`config.mk`:
```
export PLATFORM = sky130hd
export DESIGN_NAME = dcache_mem_bridge
export DESIGN_NICKNAME = d
export VERILOG_FILES = /design/src/rtl/dcache_mem_bridge.sv
export SDC_FILE = /design/constraint.sdc
export NUM_CORES = 1
export LEC_CHECK = 0
export BUFFER_PORTS_ARGS = -buffer_cell sky130_fd_sc_hd__buf_2
export CAP_MARGIN = 20
export CORE_MARGIN = 4
export CORE_UTILIZATION = 40
export DETAILED_ROUTE_END_ITERATION = 8
export RECOVER_POWER = 25
export SETUP_SLACK_MARGIN = 0.15
export SLEW_MARGIN = 30
export SYNTH_ARGS = -nofsm -noshare
export SYNTH_HDL_FRONTEND = slang
export SYNTH_SLANG_ARGS = --single-unit
```
`constraint.sdc`:
```
create_clock -name clk -period 33.2 [get_ports clk]
set_clock_uncertainty 0.2 [all_clocks]
set_input_delay 4.98 -clock clk [delete_from_list [all_inputs] [get_ports clk]]
set_output_delay 4.98 -clock clk [all_outputs]
set_load 0.1 [all_outputs]
```
`src/rtl/dcache_mem_bridge.sv`:
```
// Bridges dcache line write-backs and refills onto a 32-bit word memory port
// as four-beat bursts, with a per-beat ack timeout that aborts the burst.
module dcache_mem_bridge #(
  parameter int unsigned TIMEOUT_CYC = 1023
) (
  input  logic         clk,
  input  logic         rst,
  input  logic [3:0]   cpu_wen,
  input  logic [31:0]  cpu_waddr,
  input  logic [127:0] cpu_wdata,
  output logic         dev_wrdy,
  input  logic [3:0]   cpu_ren,
  input  logic [31:0]  cpu_raddr,
  output logic         dev_rrdy,
  output logic         dev_rvalid,
  output logic [127:0] dev_rdata,
  output logic         mem_req,
  output logic         mem_we,
  output logic [31:0]  mem_addr,
  output logic [31:0]  mem_wdata,
  input  logic         mem_ack,
  input  logic [31:0]  mem_rdata,
  output logic         bus_err
);

  localparam int unsigned WAIT_W = (TIMEOUT_CYC > 1) ? $clog2(TIMEOUT_CYC) : 1;
  localparam logic [WAIT_W-1:0] WAIT_LAST = WAIT_W'(TIMEOUT_CYC - 1);

  typedef enum logic [1:0] {IDLE, WBURST, RBURST, RDONE} state_e;

  state_e              state_q, state_d;
  logic [1:0]          beat_q, beat_d;
  logic [WAIT_W-1:0]   wait_q, wait_d;
  logic [27:0]         wline_q, wline_d;
  logic [127:0]        wbuf_q, wbuf_d;
  logic [27:0]         rline_q, rline_d;
  logic                rd_pend_q, rd_pend_d;
  logic                mem_req_q, mem_req_d;
  logic                mem_we_q, mem_we_d;
  logic [31:0]         mem_addr_q, mem_addr_d;
  logic [31:0]         mem_wdata_q, mem_wdata_d;
  logic [127:0]        rdata_q, rdata_d;
  logic                rvalid_q, rvalid_d;
  logic                berr_q, berr_d;
  logic                rdy_q, rdy_d;

  logic                ack;
  logic                start_rd;
  logic [27:0]         rd_line;
  logic [1:0]          beat_nx;
  logic                unused_addr_bits;

  assign unused_addr_bits = ^{cpu_waddr[3:0], cpu_raddr[3:0]};

  assign ack     = mem_ack && mem_req_q;
  assign beat_nx = beat_q + 2'd1;

  always_comb begin
    state_d     = state_q;
    beat_d      = beat_q;
    wait_d      = wait_q;
    wline_d     = wline_q;
    wbuf_d      = wbuf_q;
    rline_d     = rline_q;
    rd_pend_d   = rd_pend_q;
    mem_req_d   = mem_req_q;
    mem_we_d    = mem_we_q;
    mem_addr_d  = mem_addr_q;
    mem_wdata_d = mem_wdata_q;
    rdata_d     = rdata_q;
    rvalid_d    = 1'b0;
    berr_d      = 1'b0;
    start_rd    = 1'b0;
    rd_line     = rline_q;

    case (state_q)
      IDLE: begin
        // A read left pending by an aborted write is served before new requests
        if (rd_pend_q) begin
          start_rd  = 1'b1;
          rd_pend_d = 1'b0;
        end else if (|cpu_wen) begin
          wline_d     = cpu_waddr[31:4];
          wbuf_d      = cpu_wdata;
          state_d     = WBURST;
          beat_d      = 2'd0;
          wait_d      = '0;
          mem_req_d   = 1'b1;
          mem_we_d    = 1'b1;
          mem_addr_d  = {cpu_waddr[31:4], 4'b0000};
          mem_wdata_d = cpu_wdata[31:0];
          if (|cpu_ren) begin
            rline_d   = cpu_raddr[31:4];
            rd_pend_d = 1'b1;
          end
        end else if (|cpu_ren) begin
          rline_d  = cpu_raddr[31:4];
          rd_line  = cpu_raddr[31:4];
          start_rd = 1'b1;
        end
      end
      WBURST: begin
        if (ack) begin
          wait_d = '0;
          if (beat_q == 2'd3) begin
            if (rd_pend_q) begin
              start_rd  = 1'b1;
              rd_pend_d = 1'b0;
            end else begin
              state_d   = IDLE;
              mem_req_d = 1'b0;
              mem_we_d  = 1'b0;
            end
          end else begin
            beat_d      = beat_nx;
            mem_addr_d  = {wline_q, beat_nx, 2'b00};
            mem_wdata_d = wbuf_q[{beat_nx, 5'b00000} +: 32];
          end
        end else if (wait_q == WAIT_LAST) begin
          state_d   = IDLE;
          mem_req_d = 1'b0;
          mem_we_d  = 1'b0;
          wait_d    = '0;
          berr_d    = 1'b1;
        end else begin
          wait_d = wait_q + WAIT_W'(1);
        end
      end
      RBURST: begin
        if (ack) begin
          wait_d = '0;
          rdata_d[{beat_q, 5'b00000} +: 32] = mem_rdata;
          if (beat_q == 2'd3) begin
            state_d   = RDONE;
            mem_req_d = 1'b0;
            rvalid_d  = 1'b1;
          end else begin
            beat_d     = beat_nx;
            mem_addr_d = {rline_q, beat_nx, 2'b00};
          end
        end else if (wait_q == WAIT_LAST) begin
          // Aborted refill still completes upstream, with an all-zero line
          state_d   = RDONE;
          mem_req_d = 1'b0;
          wait_d    = '0;
          rdata_d   = '0;
          rvalid_d  = 1'b1;
          berr_d    = 1'b1;
        end else begin
          wait_d = wait_q + WAIT_W'(1);
        end
      end
      RDONE: begin
        state_d = IDLE;
      end
      default: begin
        state_d = IDLE;
      end
    endcase

    if (start_rd) begin
      state_d    = RBURST;
      beat_d     = 2'd0;
      wait_d     = '0;
      mem_req_d  = 1'b1;
      mem_we_d   = 1'b0;
      mem_addr_d = {rd_line, 4'b0000};
    end

    rdy_d = (state_d == IDLE) && !rd_pend_d;
  end

  always_ff @(posedge clk or posedge rst) begin
    if (rst) begin
      state_q     <= IDLE;
      beat_q      <= 2'd0;
      wait_q      <= '0;
      wline_q     <= '0;
      wbuf_q      <= '0;
      rline_q     <= '0;
      rd_pend_q   <= 1'b0;
      mem_req_q   <= 1'b0;
      mem_we_q    <= 1'b0;
      mem_addr_q  <= '0;
      mem_wdata_q <= '0;
      rdata_q     <= '0;
      rvalid_q    <= 1'b0;
      berr_q      <= 1'b0;
      rdy_q       <= 1'b1;
    end else begin
      state_q     <= state_d;
      beat_q      <= beat_d;
      wait_q      <= wait_d;
      wline_q     <= wline_d;
      wbuf_q      <= wbuf_d;
      rline_q     <= rline_d;
      rd_pend_q   <= rd_pend_d;
      mem_req_q   <= mem_req_d;
      mem_we_q    <= mem_we_d;
      mem_addr_q  <= mem_addr_d;
      mem_wdata_q <= mem_wdata_d;
      rdata_q     <= rdata_d;
      rvalid_q    <= rvalid_d;
      berr_q      <= berr_d;
      rdy_q       <= rdy_d;
    end
  end

  // Ready flop resets high so the bridge is ready the moment reset releases
  assign dev_wrdy   = rdy_q && !rst;
  assign dev_rrdy   = rdy_q && !rst;
  assign dev_rvalid = rvalid_q;
  assign dev_rdata  = rdata_q;
  assign mem_req    = mem_req_q;
  assign mem_we     = mem_we_q;
  assign mem_addr   = mem_addr_q;
  assign mem_wdata  = mem_wdata_q;
  assign bus_err    = berr_q;

endmodule

```
* Yosys cells after proc, flatten, opt, wreduce, memory -nomap -nowiden
Cells that the tools add are included.
Operators by class: add/subtract/negate cells 3, $mul 0, divide/modulo/power cells 0, order comparisons 0, equality and inequality tests 21, shift operators 3, multiplexer cells 75, bitwise gates (word level) 1, reduce and logical (&&, ||, !) cells 24
Operator list (count):
- 32-bit 2-to-1 mux | 11
- 128-bit 2-to-1 mux | 2
- 128-bit bitwise mux | 1
- 32-bit by 9-bit variable shift with 128-bit output (first input constant) | 1
- 128-bit by 8-bit variable part select with 32-bit output | 1
- 32-bit by 9-bit variable part select with 128-bit output | 1
- 28-bit 2-to-1 mux | 4
- 32-bit one-hot mux with 3 select lines | 1
- 32-bit one-hot mux with 2 select lines | 1
- 10-bit 2-to-1 mux | 5
- 2-bit 2-to-1 mux | 15
- 1-bit 2-to-1 mux | 28
- 3-bit inequality test (second input constant) | 7
- 10-bit one-hot mux with 2 select lines | 1
- 4-bit inequality test (second input constant) | 4
- 6-bit AND reduction | 2
- 10-bit by 1-bit adder with 10-bit output (second input constant) | 1
- 10-bit == test (second input constant) | 1
- 5-bit AND reduction | 2
- 7-bit negator with 9-bit output | 1
- 2-bit inequality test (second input constant) | 4
- 2-bit one-hot mux with 4 select lines | 1
- 4-bit OR reduction | 2
- 7-bit AND reduction | 1
- other kinds (17) | 29
Storage, ports and cells: bits in registers 396, bits in latches 0, memory bits (writable) 0, memory bits (read-only) 0, output and inout port bits 198, word-level logic and storage cells 142, memories 0

* Longest topological paths before layout
Gate-level depths: netlist of the first run.
depth after elaboration 8, gate-level depth with buffers 10

* Least setup slack after synthesis of the first run
No wires, ideal clock.
kind input to output, start input port rst, end output port dev_wrdy, data arrival time 6845 ps, data required time 28020 ps, path slack 21175 ps, cell stages on the path 2, buffers on the path 1, cell sequence nor2b_1 buf_4
On the way: word-level cells in the longest chain between the ends 2
Ends and longest elaborated chain:
- start: declaration | RTL line 7 | input logic rst,
- 1-bit logical NOT | RTL line 210 | assign dev_wrdy = rdy_q && !rst;
- 1-bit logical AND | RTL line 210
- end: declaration | RTL line 11 | output logic dev_wrdy,
Every way passes these cells.

==> results of run 1 <==
-- worst max-delay path, cell delays in order --
cell and delay, ns:
clkbuf_1 0.12, clkinvlp_2 3.44, clkbuf_1 1.28, clkbuf_1 1.95, buf_4 0.80
-- through the flow --
stage,instances,util,hold WS (ns),setup slack [ns],power [mW]
after floorplan,1793,-,0.240,17.07,0.535
after global placement,2700,0.464,0.254,22.20,0.559
after detailed placement,2701,0.465,0.257,22.19,0.562
after CTS,2779,0.498,0.272,22.19,1.05
after global routing,2789,0.498,0.288,19.26,1.08
final,2795,0.498,0.269,20.98,1.04
-- state kept, by name, summed over array words and instances, names as in the netlist --
| register | cells |
|---|---|
| wbuf_q | 128 |
| mem_we | 1 |
| mem_addr | 30 |
| dev_rdata | 128 |
| state_q | 2 |
| bus_err | 1 |
| beat_q | 2 |
| mem_wdata | 32 |
| rdy_q | 1 |
| rd_pend_q | 1 |
| dev_rvalid | 1 |
| wline_q | 28 |
| rline_q | 28 |
| wait_q | 10 |
| mem_req | 1 |
-- final timing paths --
check	endpoint	cells past startpoint	start	slack, ns
worst max register to register	rdy_q	7	wait_q[0]	29.20
max in group clk	dev_wrdy	3	rst	22.24
worst min-delay path	wbuf_q[124]	2	wbuf_q[124]	0.27
worst min register to register	wbuf_q[124]	2	wbuf_q[124]	0.27
min in group asynchronous	dev_rdata[30]	2	rst	6.22
worst max-delay path	mem_wdata[1]	5	rst	20.98
-- layout make-up --
type                            count  area share
Timing Repair Buffer              446       0.107
Inverter                           12     0.00216
Multi-Input combinational cell   1264       0.329
Clock inverter                     10     0.00630
Clock buffer                       68      0.0602
Sequential cell                   394       0.460
Tap cell                          585      0.0341
Antenna cell                       16     0.00187
-- power by group through the flow --
stage,registers (mW),clock network [mW],logic [mW]
3_3_place_gp,0.509,0,0.0502
6_report,0.502,0.485,0.0504
4_1_cts,0.502,0.498,0.0522
5_1_grt,0.503,0.518,0.0579
3_5_place_dp,0.510,0,0.0518
2_1_floorplan,0.508,0,0.0271
-- per-layer routing --
| layer | GRT usage | part of all wire | routed length (µm) |
|---|---|---|---|
| met2 | 0.347 | 0.47 | 24300 |
| met1 | 0.286 | 0.43 | 22300 |
| met3 | 0.0644 | 0.079 | 4100 |
| met5 | 0 | 0.0033 | 170 |
| met4 | 0.0691 | 0.022 | 1170 |
-- layout by cell type, fill, tap and decap left out, types with 4 or more instances in the layout --
cell	instances
nand3_1	11
clkbuf_8	8
clkbuf_1	20
ha_1	10
a21oi_1	4
mux2_2	29
mux4_2	32
o21ai_0	163
a21o_1	6
a22o_1	36
a22oi_1	28
clkinv_2	4
and3_1	5
buf_4	19
mux2i_1	60
and4_1	5
nand4_1	4
buf_2	420
a221oi_1	12
inv_1	11
nand2_1	754
dfrtp_1	392
clkbuf_16	45
o221ai_1	16
diode_2	16
nor2_1	27
o31ai_1	4
-- cell families after synthesis --
kind of cell    after synthesis  synth area share
mux                         121            0.0946
other cells                   1          0.000215
flops                       394             0.566
compound gates              294             0.109
simple gates                836             0.190
buf+inv                     135            0.0325
fa+ha+maj                    11           0.00790
==> flow_metrics.env, run 1 <==
export IMPL_synth_common_cells="nand2_1, dfrtp_1, o21ai_0, clkbuf_1, mux2i_1"
export IMPL_critPathLaunchType="primary input"
export IMPL_p_int_mw=0.807
export IMPL_ios=433
export IMPL_power_leakage_nw=10.9
export IMPL_slew_headroom=-3.14
export IMPL_via_per_inst=5.11
export IMPL_cp_end_kind="async pin"
export IMPL_violations="capacitance limit, slew limit"
export IMPL_cp_max_fo=136
export IMPL_drc_errors=0
export IMPL_ys_flop_type="dfrtp_1"
export IMPL_grt_max_degree=137
export IMPL_routed_wirelength_mm=52.0
export IMPL_cts_setup_buffers=0
export IMPL_clockBufferDepth=3
export IMPL_synth_seq_cells=394
export IMPL_yosys_area_top_type="dfrtp_1"
export IMPL_tns_ns=0
export IMPL_synth_top_area_frac=0.564
export IMPL_hp_class="register to register"
export IMPL_core_um2=43100
export IMPL_clkTransAtPathRegs_ns=0.06
export IMPL_die_w_um=217
export IMPL_p_sw_mw=0.231
export IMPL_ctsRootBufferMaster="clkbuf_16"
export IMPL_swShare=0.223
export IMPL_clock_power_share=0.468
export IMPL_cts_resized=0
export IMPL_track_usage=0.217
export IMPL_h_tree_depth=2
export IMPL_post_synth_top_count_cell="nand2_1"
export IMPL_grt_pass1_wl_mm=81.8
export IMPL_grt_antenna_before_repair=29
export IMPL_dp_hpwl_mm=34.7
export IMPL_fmax_ghz=0.0818
export IMPL_overflow=0
export IMPL_tightestPinTransition_ns=6.17
export IMPL_drtIter0Drc=1107
export IMPL_initial_utilization=0.404
export IMPL_drtPass1Iterations=5
export IMPL_drv_cap=5
export IMPL_async_reset_ff_frac=1.00
export IMPL_synth_area_top_cells="dfrtp_1, nand2_1, o21ai_0"
export IMPL_fp_row_count=76
export IMPL_cts_buffers=45
export IMPL_drive_gt1_frac=0.268
export IMPL_vias=14300
export IMPL_cts_tree="built"
export IMPL_design_area_um2=21500
export IMPL_fin_crit_sh=0.368
export IMPL_p_seq_frac=0.484
export IMPL_syn_avg_cell_area_um2=9.72
export IMPL_drtAntennaViolNets=0
export IMPL_rsz0062_at_grt="no"
export IMPL_critPathRequiredTime_ns=33.63
export IMPL_fin_crit_ns=12.22
export IMPL_fill_cells=4109
export IMPL_finalHoldViolations=0
export IMPL_seq_area_um2=9860
export IMPL_grt_pass1_vias=14500
export IMPL_cp_arrival_ns=12.65
export IMPL_cts_hold_buf=0
export IMPL_yosysSeqAreaShare=0.566
export IMPL_die_area_um2=47000
export IMPL_syn2layout_area_growth_pct=23.2
export IMPL_portBuffers=422
export IMPL_final_max_slew_violation_count=302
export IMPL_worst_ir_drop_vdd_v=0.0000386
export IMPL_nNetsFinal=2409
export IMPL_synth_cell_types=60
export IMPL_p_per_area_nw_per_um2=48.3
export IMPL_die_h_um=217
export IMPL_yosys_warnings=0
export IMPL_multi_input_area_um2=7070
export IMPL_synthCells=1792
export IMPL_placed_area_um2=20000
export IMPL_synth_area_um2=17400
export IMPL_setup_viol=0
export IMPL_pwr_share_comb=0.049
export IMPL_gp_congestion=0.852
export IMPL_crit_type="primary input to async pin"
export IMPL_post_drt_wl_per_cell_um=18.6
export IMPL_status="finished, violations left"
export IMPL_clk_latency_ns=0.56
export IMPL_synth_edff_count=0
export IMPL_clock_sinks=394
(Power assumes the default switching activity.)
==> inputs of run 2 (changes only) <==
--- a/config.mk
+++ b/config.mk
@@ -10,6 +10,7 @@
 export CORE_MARGIN = 4
 export CORE_UTILIZATION = 40
 export DETAILED_ROUTE_END_ITERATION = 8
+export PLACE_DENSITY = 0.65
 export RECOVER_POWER = 25
 export SETUP_SLACK_MARGIN = 0.15
 export SLEW_MARGIN = 30
==> constraint.sdc (replaced) <==
create_clock -name clk -period 11 [get_ports clk]
set_clock_uncertainty 0.2 [all_clocks]
set_input_delay 1.65 -clock clk [delete_from_list [all_inputs] [get_ports clk]]
set_output_delay 1.65 -clock clk [all_outputs]
set_load 0.1 [all_outputs]
==> flow_metrics.env, run 2 (synthesis gave the netlist of run 1 again) <==
export IMPL_clk_latency_ns=0.57
export IMPL_cp_arrival_ns=5.56
export IMPL_hold_path_endpoint="wbuf_q[118]"
export IMPL_ios=433
export IMPL_min_path_cells=2
export IMPL_crit_path_cell_trace="clkbuf_1 -> clkinvlp_2 -> clkbuf_1"
export IMPL_fp_row_count=76
export IMPL_r2r_end="mem_addr[12]"
export IMPL_initial_utilization=0.404
export IMPL_vias=14500
export IMPL_critPathLaunchType="primary input"
export IMPL_slew_headroom=-1.65
export IMPL_finalHoldViolations=0
export IMPL_drv_cap=6
export IMPL_clkTransAtPathRegs_ns=0.06
export IMPL_cts_setup_buffers=0
export IMPL_max_stage_delay_ns=2.84
export IMPL_grt_pass1_vias=14600
export IMPL_die_h_um=217
export IMPL_fin_crit_ns=6.02
export IMPL_m1WireLength_mm=22.0
export IMPL_worst_ir_drop_vdd_v=0.000128
export IMPL_track_usage=0.215
export IMPL_p_per_area_nw_per_um2=145
export IMPL_slowest_stage="clkbuf_1"
export IMPL_ctsRootBufferMaster="clkbuf_16"
export IMPL_cts_hold_buf=0
export IMPL_grt_pass1_wl_mm=81.4
export IMPL_hp_class="register to register"
export IMPL_crit_type="primary input to async pin"
export IMPL_via_per_inst=5.19
export IMPL_mostFrequentLayoutCell="nand2_1"
export IMPL_final_max_slew_violation_count=277
export IMPL_violations="capacitance limit, slew limit"
export IMPL_r2r_setup_slack_ns=6.40
export IMPL_status="finished, violations left"
export IMPL_drtIter0Drc=1369
export IMPL_tightestPinTransition_ns=3.97
export IMPL_dp_hpwl_mm=34.1
export IMPL_fin_crit_sh=0.548
export IMPL_swShare=0.224
export IMPL_routed_wirelength_mm=51.3
export IMPL_clockBufferDepth=3
export IMPL_drc_errors=0
export IMPL_power_leakage_nw=10.9
export IMPL_final_cell_mix="nand2_1, buf_2, dfrtp_1"
export IMPL_overflow=0
export IMPL_p_sw_mw=0.695
export IMPL_r2r_start="state_q[0]"
export IMPL_crit_buf_inv=3
export IMPL_setup_ws_ns=4.98
export IMPL_setup_viol=0
export IMPL_clock_sinks=394
export IMPL_cts_tree="built"
export IMPL_portBuffers=422
export IMPL_cp_end_kind="async pin"
export IMPL_fmax_ghz=0.166
export IMPL_core_um2=43100
export IMPL_cts_buffers=43
export IMPL_die_w_um=217
export IMPL_tns_ns=0
export IMPL_clock_power_share=0.463
export IMPL_wl_met3_mm=3.97
export IMPL_worst_path_most_repeated_cell="clkbuf_1"
export IMPL_critPathTopFamily="buffers and inverters"
export IMPL_die_area_um2=47000
export IMPL_grt_max_degree=97
export IMPL_critPathRequiredTime_ns=10.53
export IMPL_drtPass1Iterations=6
export IMPL_post_drt_wl_per_cell_um=18.4
export IMPL_gp_congestion=0.848
export IMPL_p_int_mw=2.41
export IMPL_drtAntennaViolNets=0
export IMPL_pwr_share_comb=0.049
export IMPL_nNetsFinal=2409
export IMPL_h_tree_depth=2
export IMPL_cts_resized=0
export IMPL_cp_max_fo=73
export IMPL_grt_antenna_before_repair=25
export IMPL_ff2ff_path_depth=8
export IMPL_place_ws_ns=6.47
export IMPL_wl_met2_mm=24.0
export IMPL_drive_gt1_frac=0.267
export IMPL_routed_top_layer="met5"
export IMPL_syn2layout_area_growth_pct=22.9
export IMPL_p_seq_frac=0.487
export IMPL_worst_hold_startpoint="wbuf_q[118]"
export IMPL_rsz0062_at_grt="no"
-- run 2: power by group through the flow --
stage               combinational (mW)  sequential (mW)  clock [mW]
floorplan                       0.0819             1.53           0
global placement                 0.151             1.54           0
detailed placement               0.156             1.54           0
CTS                              0.157             1.51        1.48
global route                     0.175             1.52        1.54
finish                           0.153             1.51        1.44
-- run 2: worst max-delay path by stage --
stage / from / end / slack (ns) / cells after the start
floorplan: rst / beat_q[0] / 3.85 / 1
CTS: rst / dev_rrdy / 6.80 / 3
global placement: cpu_wen[1] / wbuf_q[65] / 6.49 / 6
finish: rst / dev_rdata[89] / 4.98 / 3
global route: rst / wbuf_q[110] / 4.04 / 3
detailed placement: cpu_wen[1] / wbuf_q[42] / 6.47 / 6
-- run 2: final cells by class --
cell class,instances,area (µm²)
well taps,585,732
flip-flops and latches,394,9860
inverters,12,46.3
fillers,4009,21700
multi-input cells,1264,7060
clock buffers,66,1250
clock inverters,9,135
repair buffers,448,2300
diodes,13,32.5
-- run 2: per-layer routing --
metal | GRT usage | vias up
met5 | 0 | -
met4 | 0.0649 | 22
met3 | 0.0617 | 94
met2 | 0.345 | 494
met1 | 0.284 | 7091
li1 | - | 6772
-- run 2: per-stage QoR --
step / total power [mW] / instance area [µm²] / utilization / instances / hold WS (ns)
2_1_floorplan: 1.62 / 17400 / - / 1793 / 0.240
3_3_place_gp: 1.69 / 20000 / 0.465 / 2703 / 0.253
3_5_place_dp: 1.69 / 20000 / 0.465 / 2703 / 0.259
4_1_cts: 3.15 / 21400 / 0.497 / 2778 / 0.274
5_1_grt: 3.23 / 21400 / 0.497 / 2789 / 0.291
6_report: 3.11 / 21400 / 0.497 / 2791 / 0.269
-- run 2: worst reg2reg max path: cells and delay by family (launching register included) --
kind / cells / cell delay, ns
adders and majority gates: 1 / 0.43
AOI/OAI and AO/OA: 1 / 0.16
muxes: 1 / 0.42
buffers and inverters: 2 / 1.62
DFF: 1 / 0.46
and+or+nand+nor: 3 / 1.17
